==> config.mk <==
export PLATFORM = sky130hd
export DESIGN_NAME = tcp_state_rmw_engine_flat
export DESIGN_NICKNAME = d
export VERILOG_FILES = /design/src/rtl/tcp_pkg.sv /design/src/rtl/tcp_state_rmw_engine_if.sv /design/src/rtl/tcp_state_rmw_engine.sv /design/src/flat_wrapper.sv
export SDC_FILE = /design/constraint.sdc
export NUM_CORES = 1
export LEC_CHECK = 0
export ABC_AREA = 1
export CAP_MARGIN = 20
export CORE_ASPECT_RATIO = 1.75
export CORE_MARGIN = 5
export CORE_UTILIZATION = 35
export DETAILED_ROUTE_END_ITERATION = 16
export PLACE_DENSITY = 0.69
export SLEW_MARGIN = 20
export SYNTH_ARGS = -nofsm -noshare
export SYNTH_HDL_FRONTEND = slang
export SYNTH_SLANG_ARGS = --single-unit
==> constraint.sdc <==
create_clock -name clk -period 1.4 [get_ports clk]
set_input_delay 0.42 -clock clk [delete_from_list [all_inputs] [get_ports clk]]
set_output_delay 0.42 -clock clk [all_outputs]
set_load 0.02 [all_outputs]
==> src/rtl/tcp_pkg.sv <==
// Shared TCP flow-state definitions: field widths and the read-modify-write FSM encoding.
package tcp_pkg;

    localparam int FLOWID_W    = 8;
    localparam int TCP_STATE_W = 64;

    typedef enum logic [2:0] {
        RMW_IDLE    = 3'd0,
        RMW_RD_REQ  = 3'd1,
        RMW_RD_RESP = 3'd2,
        RMW_WR_REQ  = 3'd3,
        RMW_RESP    = 3'd4
    } rmw_state_e;

endpackage

==> src/rtl/tcp_state_rmw_engine_if.sv <==
// Update request/response channel between a client (master) and the RMW engine (slave).
interface tcp_state_rmw_engine_if #(
    parameter int width_p = tcp_pkg::TCP_STATE_W
) ();
    import tcp_pkg::*;

    logic                upd_req_val;
    logic [FLOWID_W-1:0] upd_req_flowid;
    logic [width_p-1:0]  upd_req_mask;
    logic [width_p-1:0]  upd_req_data;
    logic                upd_req_rdy;

    logic                upd_resp_val;
    logic                upd_resp_rdy;
    logic [FLOWID_W-1:0] upd_resp_flowid;
    logic [width_p-1:0]  upd_resp_old_state;
    logic [width_p-1:0]  upd_resp_new_state;

    modport master (
        output upd_req_val, upd_req_flowid, upd_req_mask, upd_req_data,
        input  upd_req_rdy,
        input  upd_resp_val, upd_resp_flowid, upd_resp_old_state, upd_resp_new_state,
        output upd_resp_rdy
    );

    modport slave (
        input  upd_req_val, upd_req_flowid, upd_req_mask, upd_req_data,
        output upd_req_rdy,
        output upd_resp_val, upd_resp_flowid, upd_resp_old_state, upd_resp_new_state,
        input  upd_resp_rdy
    );

endinterface

==> src/rtl/tcp_state_rmw_engine.sv <==
// Masked read-modify-write of one flow-state word in the external store, one update in flight.
module tcp_state_rmw_engine
    import tcp_pkg::*;
#(
    parameter int width_p = TCP_STATE_W
) (
    input  logic                clk,
    input  logic                rst,
    tcp_state_rmw_engine_if.slave upd,
    output logic                rmw_tcp_state_rd_req_val,
    output logic [FLOWID_W-1:0] rmw_tcp_state_rd_req_addr,
    input  logic                tcp_state_rmw_rd_req_rdy,
    input  logic                tcp_state_rmw_rd_resp_val,
    input  logic [width_p-1:0]  tcp_state_rmw_rd_resp_state,
    output logic                rmw_tcp_state_rd_resp_rdy,
    output logic                rmw_tcp_state_wr_req_val,
    output logic [FLOWID_W-1:0] rmw_tcp_state_wr_req_addr,
    output logic [width_p-1:0]  rmw_tcp_state_wr_req_state,
    input  logic                tcp_state_rmw_wr_req_rdy
);

    rmw_state_e          state_r;
    logic                req_rdy_r;
    logic                rd_req_val_r;
    logic                rd_resp_rdy_r;
    logic                wr_req_val_r;
    logic                resp_val_r;
    logic [FLOWID_W-1:0] flowid_r;
    logic [width_p-1:0]  mask_r;
    logic [width_p-1:0]  data_r;
    logic [width_p-1:0]  old_r;
    logic [width_p-1:0]  new_r;

    // Purely bitwise merge: masked bits come from data, the rest keep the old value.
    function automatic logic [width_p-1:0] merge_state(
        input logic [width_p-1:0] old_s,
        input logic [width_p-1:0] mask_s,
        input logic [width_p-1:0] data_s
    );
        return (old_s & ~mask_s) | (data_s & mask_s);
    endfunction

    // FSM with registered handshake outputs; each flag is set on entry to its state and cleared on exit.
    always_ff @(posedge clk) begin
        if (rst) begin
            state_r       <= RMW_IDLE;
            req_rdy_r     <= 1'b1;
            rd_req_val_r  <= 1'b0;
            rd_resp_rdy_r <= 1'b0;
            wr_req_val_r  <= 1'b0;
            resp_val_r    <= 1'b0;
            flowid_r      <= {FLOWID_W{1'b0}};
            mask_r        <= {width_p{1'b0}};
            data_r        <= {width_p{1'b0}};
            old_r         <= {width_p{1'b0}};
            new_r         <= {width_p{1'b0}};
        end else begin
            case (state_r)
                RMW_IDLE: begin
                    if (upd.upd_req_val && req_rdy_r) begin
                        flowid_r     <= upd.upd_req_flowid;
                        mask_r       <= upd.upd_req_mask;
                        data_r       <= upd.upd_req_data;
                        req_rdy_r    <= 1'b0;
                        rd_req_val_r <= 1'b1;
                        state_r      <= RMW_RD_REQ;
                    end
                end
                RMW_RD_REQ: begin
                    if (tcp_state_rmw_rd_req_rdy) begin
                        rd_req_val_r  <= 1'b0;
                        rd_resp_rdy_r <= 1'b1;
                        state_r       <= RMW_RD_RESP;
                    end
                end
                RMW_RD_RESP: begin
                    if (tcp_state_rmw_rd_resp_val) begin
                        old_r         <= tcp_state_rmw_rd_resp_state;
                        new_r         <= merge_state(tcp_state_rmw_rd_resp_state, mask_r, data_r);
                        rd_resp_rdy_r <= 1'b0;
                        wr_req_val_r  <= 1'b1;
                        state_r       <= RMW_WR_REQ;
                    end
                end
                RMW_WR_REQ: begin
                    // The response is held back until the store has committed the write.
                    if (tcp_state_rmw_wr_req_rdy) begin
                        wr_req_val_r <= 1'b0;
                        resp_val_r   <= 1'b1;
                        state_r      <= RMW_RESP;
                    end
                end
                RMW_RESP: begin
                    if (upd.upd_resp_rdy) begin
                        resp_val_r <= 1'b0;
                        req_rdy_r  <= 1'b1;
                        state_r    <= RMW_IDLE;
                    end
                end
                default: begin
                    state_r       <= RMW_IDLE;
                    req_rdy_r     <= 1'b1;
                    rd_req_val_r  <= 1'b0;
                    rd_resp_rdy_r <= 1'b0;
                    wr_req_val_r  <= 1'b0;
                    resp_val_r    <= 1'b0;
                end
            endcase
        end
    end

    assign upd.upd_req_rdy            = req_rdy_r;
    assign upd.upd_resp_val           = resp_val_r;
    assign upd.upd_resp_flowid        = flowid_r;
    assign upd.upd_resp_old_state     = old_r;
    assign upd.upd_resp_new_state     = new_r;
    assign rmw_tcp_state_rd_req_val   = rd_req_val_r;
    assign rmw_tcp_state_rd_req_addr  = flowid_r;
    assign rmw_tcp_state_rd_resp_rdy  = rd_resp_rdy_r;
    assign rmw_tcp_state_wr_req_val   = wr_req_val_r;
    assign rmw_tcp_state_wr_req_addr  = flowid_r;
    assign rmw_tcp_state_wr_req_state = new_r;

endmodule

==> src/flat_wrapper.sv <==
// flat-port wrapper written by rule: the top's interface ports become plain ports
module tcp_state_rmw_engine_flat import tcp_pkg::*;
#(
    parameter int width_p = TCP_STATE_W
)
  (clk, rst, rmw_tcp_state_rd_req_val, rmw_tcp_state_rd_req_addr, tcp_state_rmw_rd_req_rdy, tcp_state_rmw_rd_resp_val, tcp_state_rmw_rd_resp_state, rmw_tcp_state_rd_resp_rdy, rmw_tcp_state_wr_req_val, rmw_tcp_state_wr_req_addr, rmw_tcp_state_wr_req_state, tcp_state_rmw_wr_req_rdy, upd_upd_req_val, upd_upd_req_flowid, upd_upd_req_mask, upd_upd_req_data, upd_upd_req_rdy, upd_upd_resp_val, upd_upd_resp_flowid, upd_upd_resp_old_state, upd_upd_resp_new_state, upd_upd_resp_rdy);
  tcp_state_rmw_engine_if #(.width_p(width_p)) upd_i ();
  input  logic clk;
  input  logic rst;
  output logic rmw_tcp_state_rd_req_val;
  output logic [FLOWID_W-1:0] rmw_tcp_state_rd_req_addr;
  input  logic tcp_state_rmw_rd_req_rdy;
  input  logic tcp_state_rmw_rd_resp_val;
  input  logic [width_p-1:0] tcp_state_rmw_rd_resp_state;
  output logic rmw_tcp_state_rd_resp_rdy;
  output logic rmw_tcp_state_wr_req_val;
  output logic [FLOWID_W-1:0] rmw_tcp_state_wr_req_addr;
  output logic [width_p-1:0] rmw_tcp_state_wr_req_state;
  input  logic tcp_state_rmw_wr_req_rdy;
  input wire logic [$bits(upd_i.upd_req_val)-1:0] upd_upd_req_val;
  input wire logic [$bits(upd_i.upd_req_flowid)-1:0] upd_upd_req_flowid;
  input wire logic [$bits(upd_i.upd_req_mask)-1:0] upd_upd_req_mask;
  input wire logic [$bits(upd_i.upd_req_data)-1:0] upd_upd_req_data;
  output wire logic [$bits(upd_i.upd_req_rdy)-1:0] upd_upd_req_rdy;
  output wire logic [$bits(upd_i.upd_resp_val)-1:0] upd_upd_resp_val;
  output wire logic [$bits(upd_i.upd_resp_flowid)-1:0] upd_upd_resp_flowid;
  output wire logic [$bits(upd_i.upd_resp_old_state)-1:0] upd_upd_resp_old_state;
  output wire logic [$bits(upd_i.upd_resp_new_state)-1:0] upd_upd_resp_new_state;
  input wire logic [$bits(upd_i.upd_resp_rdy)-1:0] upd_upd_resp_rdy;
  assign upd_i.upd_req_val = upd_upd_req_val;
  assign upd_i.upd_req_flowid = upd_upd_req_flowid;
  assign upd_i.upd_req_mask = upd_upd_req_mask;
  assign upd_i.upd_req_data = upd_upd_req_data;
  assign upd_upd_req_rdy = upd_i.upd_req_rdy;
  assign upd_upd_resp_val = upd_i.upd_resp_val;
  assign upd_upd_resp_flowid = upd_i.upd_resp_flowid;
  assign upd_upd_resp_old_state = upd_i.upd_resp_old_state;
  assign upd_upd_resp_new_state = upd_i.upd_resp_new_state;
  assign upd_i.upd_resp_rdy = upd_upd_resp_rdy;
  tcp_state_rmw_engine #(.width_p(width_p)) u_core (.clk(clk), .rst(rst), .upd(upd_i), .rmw_tcp_state_rd_req_val(rmw_tcp_state_rd_req_val), .rmw_tcp_state_rd_req_addr(rmw_tcp_state_rd_req_addr), .tcp_state_rmw_rd_req_rdy(tcp_state_rmw_rd_req_rdy), .tcp_state_rmw_rd_resp_val(tcp_state_rmw_rd_resp_val), .tcp_state_rmw_rd_resp_state(tcp_state_rmw_rd_resp_state), .rmw_tcp_state_rd_resp_rdy(rmw_tcp_state_rd_resp_rdy), .rmw_tcp_state_wr_req_val(rmw_tcp_state_wr_req_val), .rmw_tcp_state_wr_req_addr(rmw_tcp_state_wr_req_addr), .rmw_tcp_state_wr_req_state(rmw_tcp_state_wr_req_state), .tcp_state_rmw_wr_req_rdy(tcp_state_rmw_wr_req_rdy));
endmodule
After elaboration in Yosys (flattened, before gate mapping)
Cells that the tools add are included.

operators by class
  equality and inequality tests = 9
  multiplexer cells = 21
  reductions and logical operators = 15
  bitwise operators = 9

operators with widths
  cell                                                                   number
  64-bit AND                                                             2
  64-bit NOT                                                             1
  64-bit bitwise OR                                                      1
  3-bit 2-to-1 mux                                                       5
  1-bit case mux with 3 select lines                                     5
  3-bit case mux with 5 select lines                                     1
  3-bit AND reduction                                                    5
  3-bit OR reduction                                                     5
  1-bit 2-to-1 mux                                                       10
  2-bit != test, second input constant                                   4
  3-bit by 2-bit equality test with 1-bit output, second input constant  2
  1-bit NOT                                                              5
  5-bit AND reduction                                                    1
  2-bit AND reduction                                                    2
  3-bit by 1-bit equality test with 1-bit output, second input constant  1
  3-bit equality test, second input constant                             1
  3-bit zero test                                                        1
  2-bit by 1-bit != test with 1-bit output, second input constant        1
  1-bit logical AND                                                      1

storage, ports and cells
  register bits = 272
  logic and storage cells = 65
  input port bits = 207
  output and inout port bits = 221

Logic depth before layout (Yosys ltp)
Gate-level depths: netlist of run 1.

  depth in word-level cells = 4
  depth in mapped cells = 9
  depth with buffers taken out = 8

Worst setup path after synthesis of run 1
Ideal clock, no wire load.

  kind = input -> register
  from = in rst
  to = reg u_core.mask_r[18]
  setup slack = -0.005 ns
  buffers on the path = 3
  library setup time = 0.070 ns
  required time = 1.330 ns
  arrival = 1.335 ns
  stages = 6
  path through = clkbuf_1 -> inv_1 -> clkbuf_1 -> clkbuf_1 -> o21ai_0 -> a21oi_1

RTL lines
  what                    line                        text
  start: declaration      flat_wrapper.sv:9           input logic rst;
  end signal: assignment  tcp_state_rmw_engine.sv:53  mask_r <= {width_p{1'b0}};
  end signal: assignment  tcp_state_rmw_engine.sv:62  mask_r <= upd.upd_req_mask;
  end: declaration        tcp_state_rmw_engine.sv:29  logic [width_p-1:0] mask_r;

Worst setup path in the final report of run 1
  from = reg u_core.state_r[2]
  to = reg u_core.new_r[7] (netlist: u_core.rmw_tcp_state_wr_req_state[7])

on the way
  word-level cells in the longest chain between the ends = 2

RTL lines
  what                                            line                        text
  start: declaration                              tcp_state_rmw_engine.sv:22  rmw_state_e state_r;
  start signal: assignment                        tcp_state_rmw_engine.sv:46  state_r <= RMW_IDLE;
  start signal: assignment                        tcp_state_rmw_engine.sv:66  state_r <= RMW_RD_REQ;
  start signal: assignment                        tcp_state_rmw_engine.sv:73  state_r <= RMW_RD_RESP;
  3-bit by 2-bit equality test with 1-bit output  tcp_state_rmw_engine.sv:58  case (state_r)
  2-bit AND reduction (no line)                   n/a
  end signal: assignment                          tcp_state_rmw_engine.sv:56  new_r <= {width_p{1'b0}};
  end signal: assignment                          tcp_state_rmw_engine.sv:79  new_r <= merge_state(tcp_state_rmw_rd_resp_state, mask_r, data_r);
  end: declaration                                tcp_state_rmw_engine.sv:32  logic [width_p-1:0] new_r;

Every way passes these cells.
A chain may end at the register's enable or synchronous reset.

==> impl_metrics.py, run 1 <==
metrics = {
    "setup_path": {
        "chain_of_cells_forming_the_critical_path": "nor3_4 > buf_6 > bufbuf_16 > nand3_1 > a21oi_1",
        "endpoint": "u_core.rmw_tcp_state_wr_req_state[7]$_SDFFE_PP0P_",
        "critPathKind": "reg2reg",
        "timing.critical_path.from": "u_core.state_r[2]$_SDFFE_PP0P_",
        "regToRegEndpoint": "u_core.rmw_tcp_state_wr_req_state[7]$_SDFFE_PP0P_",
        "critical-path-max-stage-delay_ns": 0.39,
        "slowest_stage": "sky130_fd_sc_hd__dfxtp_1",
        "critical_path.endpoint_type": "flop",
        "critical_path.startpoint_type": "flop",
        "cp_max_fo": 5,
        "ff2ff_setup_slack_ns": -0.20,
        "critical_path.reg2reg.startpoint": "u_core.state_r[2]$_SDFFE_PP0P_",
        "required_ns": 1.85,
        "arrival_ns": 2.05,
        "worst_r2r_path_depth": 5,
    },
    "timing": {
        "fin_worst_skew_ns": 0.0260,
        "slew_headroom_pct": 72.5,
        "finalMaxSlewViolations": 0,
        "finalHoldWorstSlack_ns": 0.324,
        "hold_violations": 0,
        "tightestPinTransition_ns": 0.408,
        "fin_crit_sh_pct": 114,
        "timing.final.crit_period_ns": 1.60,
        "fin_ws_ns": -0.198,
        "fmaxAchievable_mhz": 626,
        "setup_viol": 486,
        "unrepaired_setup_endpoints_after_global_routing": "true",
    },
    "cells_and_area": {
        "instances_no_fill": 2307,
        "layout-area-overhead-vs-synth_pct": 78.6,
        "nNetsFinal": 2088,
        "post_route_cells_drive_above_1_share_pct": 42.2,
    },
    "synthesis": {
        "synth_commonest_cells": "272 x sky130_fd_sc_hd__dfxtp_1, 270 x sky130_fd_sc_hd__a21oi_1, 208 x sky130_fd_sc_hd__nand2_1",
        "synth.avg_cell_area_sq_um": 7.65,
        "synth.distinct_cells": 16,
        "synth_compound_area_share_pct": 21.8,
        "cell_types_occupying_the_most_area_after_synthesis": "sky130_fd_sc_hd__dfxtp_1 50%, sky130_fd_sc_hd__a21oi_1 12%, sky130_fd_sc_hd__o21ai_0 9.3%",
        "synth_top_family_by_area": "compound AO/OA/AOI/OAI gates",
        "synth_enable_flop_cells": 0,
        "ys_async_sr_fraction_pct": 0,
        "most_frequent_cell_after_synthesis": "sky130_fd_sc_hd__dfxtp_1",
        "synth.net_count": 1644,
        "yosys_warnings": 0,
        "post_synth_inst_count": 1437,
        "yosys_reg_bits": 272,
        "synth.cell_area_sq_um": 11000,
        "mux_share_of_post_synthesis_cell_area_pct": 0,
        "seq_area_frac_synth_pct": 49.6,
        "synthDominantAreaCellType": "sky130_fd_sc_hd__dfxtp_1",
        "synthXorXnorAreaFrac_pct": 0,
        "synth_simple_gate_area_share_pct": 13.9,
        "synth_top_cell_area_share_pct": 49.6,
        "synth_adder_area_share_pct": 0,
        "ys_flop_type": "sky130_fd_sc_hd__dfxtp_1",
    },
    "clock_network": {
        "postCtsHoldBufs": 0,
        "path_clk_slew_ns": 0.07,
        "tritoncts.num_buffers": 27,
        "tritoncts_clock_tree": "built",
        "htree_levels": 1,
        "ctsRootBufferMaster": "sky130_fd_sc_hd__clkbuf_16",
        "clock-sinks": 272,
        "clock_latency_ns": 0.56,
        "number_of_buffers_on_the_longest_clock_path": 3,
    },
    "drt": {
        "vias_per_cell": 5.23,
        "postRouteWirelength_um": 48500,
        "drt_first_pass_iters": 5,
        "routedWlPerCell_um": 21.0,
        "drc": 0,
        "vias": 12100,
        "antenna_left": 0,
        "drt_iter0_markers": 576,
    },
    "hold_path": {
        "min_from": "rst",
        "timing.hold.worst.class": "in2reg",
    },
    "job": {
        "drv.max_cap_violation_count": 0,
    },
    "placement": {
        "pre_cts_ws_ns": -0.517,
        "detailed_place_hpwl_um": 26900,
        "dp.cells": 2130,
        "place.port_buffers": 427,
        "place.gp.congestion": 0.853,
    },
    "global_routing": {
        "grt_antenna_before_repair": 10,
        "via_count_of_the_first_global_routing_pass": 10700,
        "wire_length_of_the_first_global_routing_pass_um": 60600,
        "global_route.overflow_total": 0,
        "maximum_number_of_pins_on_one_net_before_global_route_repair": 60,
        "global_route.usage.total_pct": 21.9,
    },
    "outcome": {
        "run_status": "finished, violations left",
        "failing_checks": "negative setup slack",
    },
    "floorplanning": {
        "floorplan.die.width_um": 144,
        "floorplan.rows": 86,
        "io_pins": 428,
        "design.core.area_sq_um": 31300,
        "start_util_pct": 35.1,
        "chip_height_um": 244,
        "die_area_sq_um": 35200,
    },
    "pwr": {
        "power.share.clock_pct": 22.2,
        "switching_share_pct": 36.8,
        "intPower_uw": 21200,
        "pwr-share-seq_pct": 31.3,
        "p_comb_share_pct": 46.6,
        "ir_worst_vdd_uv": 1170,
        "cellPowerDensity_nw_per_um2": 1710,
        "overall_power_of_the_completed_layout_uw": 33600,
        "power.leakage_uw": 0.00778,
        "netSwitchingPower_uw": 12300,
    },
}
[sequential cells by signal, summed over array words and instances (netlist names)]
signal,flops
u_core.data_r,64
u_core.mask_r,64
u_core.rmw_tcp_state_rd_req_addr,8
u_core.rmw_tcp_state_rd_req_val,1
u_core.rmw_tcp_state_rd_resp_rdy,1
u_core.rmw_tcp_state_wr_req_state,64
u_core.rmw_tcp_state_wr_req_val,1
u_core.state_r,3
u_core.upd.upd_req_rdy,1
u_core.upd.upd_resp_old_state,64
u_core.upd.upd_resp_val,1
[stage by stage]
stage / area (sq um) / TNS, ns / util, %
after floorplan: 11000 / 0 / -
after global routing: 19600 / -68.58 / 62.7
after CTS: 17500 / -31.26 / 56.0
final: 19600 / -41.33 / 62.7
after detailed placement: 15300 / -77.06 / 48.9
after global placement: 15300 / -70.47 / 48.9
[area by class of cell]
| class | count | area [sq um] |
|---|---|---|
| Timing Repair Buffer | 597 | 6880 |
| Fill cell | 2488 | 11700 |
| Sequential cell | 272 | 5780 |
| Multi-Input combinational cell | 836 | 5000 |
| Antenna cell | 10 | 25.0 |
| Tap cell | 396 | 495 |
| Inverter | 147 | 553 |
| Clock inverter | 14 | 160 |
| Clock buffer | 35 | 726 |
[placed cells by master, fill, tap and decap left out, types with 5 or more instances in the layout]
master | netlist | layout
sky130_fd_sc_hd__nand3_2 | 0 | 5
sky130_fd_sc_hd__clkbuf_16 | 0 | 48
sky130_fd_sc_hd__a21oi_2 | 0 | 69
sky130_fd_sc_hd__dfxtp_2 | 0 | 79
sky130_fd_sc_hd__buf_16 | 0 | 12
sky130_fd_sc_hd__clkdlybuf4s50_1 | 0 | 204
sky130_fd_sc_hd__clkinv_2 | 0 | 7
sky130_fd_sc_hd__o21ai_0 | 204 | 73
sky130_fd_sc_hd__nand2_1 | 208 | 149
sky130_fd_sc_hd__dfxtp_4 | 0 | 64
sky130_fd_sc_hd__clkbuf_1 | 70 | 6
sky130_fd_sc_hd__o21ai_4 | 0 | 8
sky130_fd_sc_hd__buf_6 | 0 | 236
sky130_fd_sc_hd__diode_2 | 0 | 10
sky130_fd_sc_hd__inv_1 | 147 | 145
sky130_fd_sc_hd__buf_12 | 0 | 28
sky130_fd_sc_hd__a21oi_1 | 270 | 198
sky130_fd_sc_hd__o21ai_2 | 0 | 70
sky130_fd_sc_hd__nor2_1 | 10 | 7
sky130_fd_sc_hd__dfxtp_1 | 272 | 129
sky130_fd_sc_hd__buf_4 | 95 | 92
sky130_fd_sc_hd__o21ai_1 | 0 | 53
sky130_fd_sc_hd__nand3_1 | 134 | 129
sky130_fd_sc_hd__nand2_2 | 0 | 18
sky130_fd_sc_hd__nand2_4 | 0 | 41
[cell families after synthesis]
group	after synthesis
AOI/OAI and AO/OA	477
buffers and inverters	331
DFF	272
and+or+nand+nor	357
[critical path: cells and delay by family, from the launching register on]
kind | cells | cell delay, ns
DFF | 1 | 0.39
and+or+nand+nor | 2 | 0.43
AOI/OAI and AO/OA | 1 | 0.19
buffers and inverters | 2 | 0.49
[what timing repair did]
item | CTS | global route
pin swaps | 3 | 23
cloned | 15 | 33
buffers inserted | 30 | 51
setup endpoints to repair | 451 | 489
resized for setup | 1501 | 451
[power groups by stage]
stage / combinational [uW] / sequential (uW) / clock, uW
CTS: 11400 / 10500 / 7530
floorplan: 5400 / 10800 / 0
finish: 15600 / 10500 / 7450
global route: 16500 / 10700 / 7850
global placement: 9470 / 10300 / 0
detailed placement: 9640 / 10300 / 0
[worst min-delay path by stage]
| stage | endpoint | slack [ns] | cells after the start |
|---|---|---|---|
| CTS | u_core.upd.upd_resp_old_state[37]$_SDFFE_PP0P_ | 0.31 | 3 |
| finish | u_core.rmw_tcp_state_wr_req_val$_SDFFE_PP0P_ | 0.32 | 3 |
| floorplan | u_core.data_r[0]$_SDFFE_PP0P_ | 0.42 | 2 |
| global placement | u_core.data_r[53]$_SDFFE_PP0P_ | 0.43 | 2 |
| detailed placement | u_core.data_r[2]$_SDFFE_PP0P_ | 0.44 | 2 |
| global route | u_core.rmw_tcp_state_wr_req_val$_SDFFE_PP0P_ | 0.33 | 3 |
[per-layer routing]
metal	vias up	GRT usage, %	wire [um]	part of all wire [%]
li1	5565	-	-	-
met4	0	10.6	1980	4.1
met2	520	38.6	25200	52
met1	5848	25.5	18400	38
met5	-	0	0	0
met3	124	3.48	2960	6.1
Note: power is estimated with default switching activity, not from simulation.
==> inputs of run 2 (changes only) <==
--- a/config.mk
+++ b/config.mk
@@ -9,9 +9,9 @@
 export CAP_MARGIN = 20
 export CORE_ASPECT_RATIO = 1.75
 export CORE_MARGIN = 5
-export CORE_UTILIZATION = 35
+export CORE_UTILIZATION = 30
 export DETAILED_ROUTE_END_ITERATION = 16
-export PLACE_DENSITY = 0.69
+export PLACE_DENSITY = 0.63
 export SLEW_MARGIN = 20
 export SYNTH_ARGS = -nofsm -noshare
 export SYNTH_HDL_FRONTEND = slang
==> impl_metrics.py, run 2 (synthesized netlist as in run 1, its figures left out) <==
metrics = {
    "drt": {
        "routedWlPerCell_um": 19.2,
        "drt_iter0_markers": 666,
        "antenna_left": 0,
        "postRouteWirelength_um": 44800,
        "drc": 0,
        "drt_first_pass_iters": 7,
        "vias_per_cell": 4.89,
        "vias": 11400,
    },
    "clock_network": {
        "clock_latency_ns": 0.54,
        "ctsRootBufferMaster": "sky130_fd_sc_hd__clkbuf_16",
        "clock-sinks": 272,
        "tritoncts_clock_tree": "built",
        "tritoncts.num_buffers": 27,
        "number_of_buffers_on_the_longest_clock_path": 3,
        "path_clk_slew_ns": 0.07,
        "htree_levels": 1,
    },
    "placement": {
        "place.gp.congestion": 0.835,
        "place.port_buffers": 427,
        "placement_stage_cell_area_sq_um": 15500,
        "detailed_place_hpwl_um": 27800,
        "pre_cts_ws_ns": -0.520,
    },
    "cells_and_area": {
        "layout_commonest_cell": "sky130_fd_sc_hd__a21oi_1",
        "layout-area-overhead-vs-synth_pct": 70.2,
        "layout_common_cells": "243 x sky130_fd_sc_hd__a21oi_1, 233 x sky130_fd_sc_hd__buf_6, 204 x sky130_fd_sc_hd__clkdlybuf4s50_1, 178 x sky130_fd_sc_hd__nand2_1, 145 x sky130_fd_sc_hd__inv_1",
        "nNetsFinal": 2045,
        "stdcell_area_sq_um": 18700,
        "utilization_pct": 51.8,
        "post_route_cells_drive_above_1_share_pct": 36.3,
    },
    "setup_path": {
        "cp_max_fo": 3,
        "critical-path-max-stage-delay_ns": 0.34,
        "crit_top_cell": "sky130_fd_sc_hd__buf_6",
        "ff2ff_setup_slack_ns": -0.13,
        "worst_r2r_path_depth": 6,
        "required_ns": 0.98,
        "regToRegEndpoint": "u_core.rmw_tcp_state_wr_req_state[28]$_SDFFE_PP0P_",
        "slowest_stage": "sky130_fd_sc_hd__dfxtp_2",
        "chain_of_cells_forming_the_critical_path": "buf_6 > buf_6",
        "arrival_ns": 1.12,
        "critical_path.startpoint_type": "flop",
        "critical_path.reg2reg.startpoint": "u_core.state_r[0]$_SDFFE_PP0P_",
        "critical_path.endpoint_type": "output pin",
        "critPathKind": "reg2out",
    },
    "hold_path": {
        "timing.hold.worst_path_depth": 3,
        "worst_case_hold_path_end_point": "u_core.rmw_tcp_state_wr_req_state[62]$_SDFFE_PP0P_",
        "min_from": "rst",
        "timing.hold.worst.class": "in2reg",
    },
    "global_routing": {
        "global_route.usage.total_pct": 18.7,
        "global_route.overflow_total": 0,
        "maximum_number_of_pins_on_one_net_before_global_route_repair": 64,
        "via_count_of_the_first_global_routing_pass": 10700,
        "wire_length_of_the_first_global_routing_pass_um": 61300,
        "grt_antenna_before_repair": 6,
    },
    "timing": {
        "unrepaired_setup_endpoints_after_global_routing": "true",
        "timing.final.crit_period_ns": 1.54,
        "slew_headroom_pct": 76.5,
        "hold_violations": 0,
        "setup_viol": 353,
        "fin_ws_ns": -0.136,
        "fin_worst_skew_ns": 0.0134,
        "finalHoldWorstSlack_ns": 0.301,
        "tightestPinTransition_ns": 0.348,
        "fin_crit_sh_pct": 110,
        "finalMaxSlewViolations": 0,
        "fmaxAchievable_mhz": 651,
    },
    "job": {
        "drv.max_cap_violation_count": 0,
    },
    "pwr": {
        "power.leakage_uw": 0.00736,
        "ir_worst_vdd_uv": 1010,
        "cellPowerDensity_nw_per_um2": 1680,
    },
    "outcome": {
        "failing_checks": "negative setup slack",
        "run_status": "finished, violations left",
    },
    "floorplanning": {
        "floorplan.die.width_um": 155,
        "start_util_pct": 30.4,
        "floorplan.rows": 92,
        "design.core.area_sq_um": 36100,
        "io_pins": 428,
        "die_area_sq_um": 40700,
        "chip_height_um": 263,
    },
}
## run 2: cell count changes in the layout (fill, tap and decap cells not counted), sizes merged
cell and delta:
buf -38, inv -2, clkbuf -1, clkinvlp -2
nand2 -1, diode -5
## run 2: layout make-up
type,instances,area [sq um]
timing repair buffer,555,6350
sequential,272,5780
antenna,5,12.5
inverter,147,553
fill,3343,17400
tap,470,588
multi-input combinational,835,4520
clock inverter,10,128
clock buffer,38,777
## run 2: routing by layer
layer	track usage, %	routed length [um]	vias up
met5	0	0	-
met4	6.64	1850	0
met3	2.94	2330	100
met2	34.8	24200	424
met1	21.4	16500	5402
li1	-	-	5472
## run 2: timing repair
action,4_1_cts,5_1_grt
resized for setup,1495,320
endpoints found under the setup margin,462,484
hold buffers,0,0
setup buffers,19,30
pin swaps,2,13
cloned,7,23
## run 2: stage by stage
stage,total power [uW],TNS [ns],instances
final,31500,-18.18,2332
after global routing,33200,-46.63,2331
after CTS,29100,-23.04,2278
after detailed placement,20100,-66.21,2204
after global placement,19900,-60.78,2204
after floorplan,16200,0,1437
## run 2: report_power, final
part | switching, uW | internal (uW)
sequential | 892 | 9580
combinational | 7150 | 6390
clock | 3090 | 4400
## run 2: worst max path at each step
stage | endpoint | startpoint | slack (ns)
2_1_floorplan | u_core.data_r[55]$_SDFFE_PP0P_ | rst | 0.02
3_3_place_gp | u_core.data_r[61]$_SDFFE_PP0P_ | upd_upd_req_val | -0.47
3_5_place_dp | u_core.mask_r[62]$_SDFFE_PP0P_ | upd_upd_req_val | -0.52
4_1_cts | rmw_tcp_state_rd_req_addr[5] | u_core.rmw_tcp_state_rd_req_addr[5]$_SDFFE_PP0P_ | -0.15
5_1_grt | u_core.rmw_tcp_state_wr_req_state[28]$_SDFFE_PP0P_ | u_core.state_r[0]$_SDFFE_PP0P_ | -0.23
6_report | rmw_tcp_state_rd_req_addr[5] | u_core.rmw_tcp_state_rd_req_addr[5]$_SDFFE_PP0P_ | -0.14
## run 2: worst max-delay path, delay by kind of cell (launching register included)
family | cells | cell delay (ns)
flip-flops | 1 | 0.34
buffers and inverters | 2 | 0.24
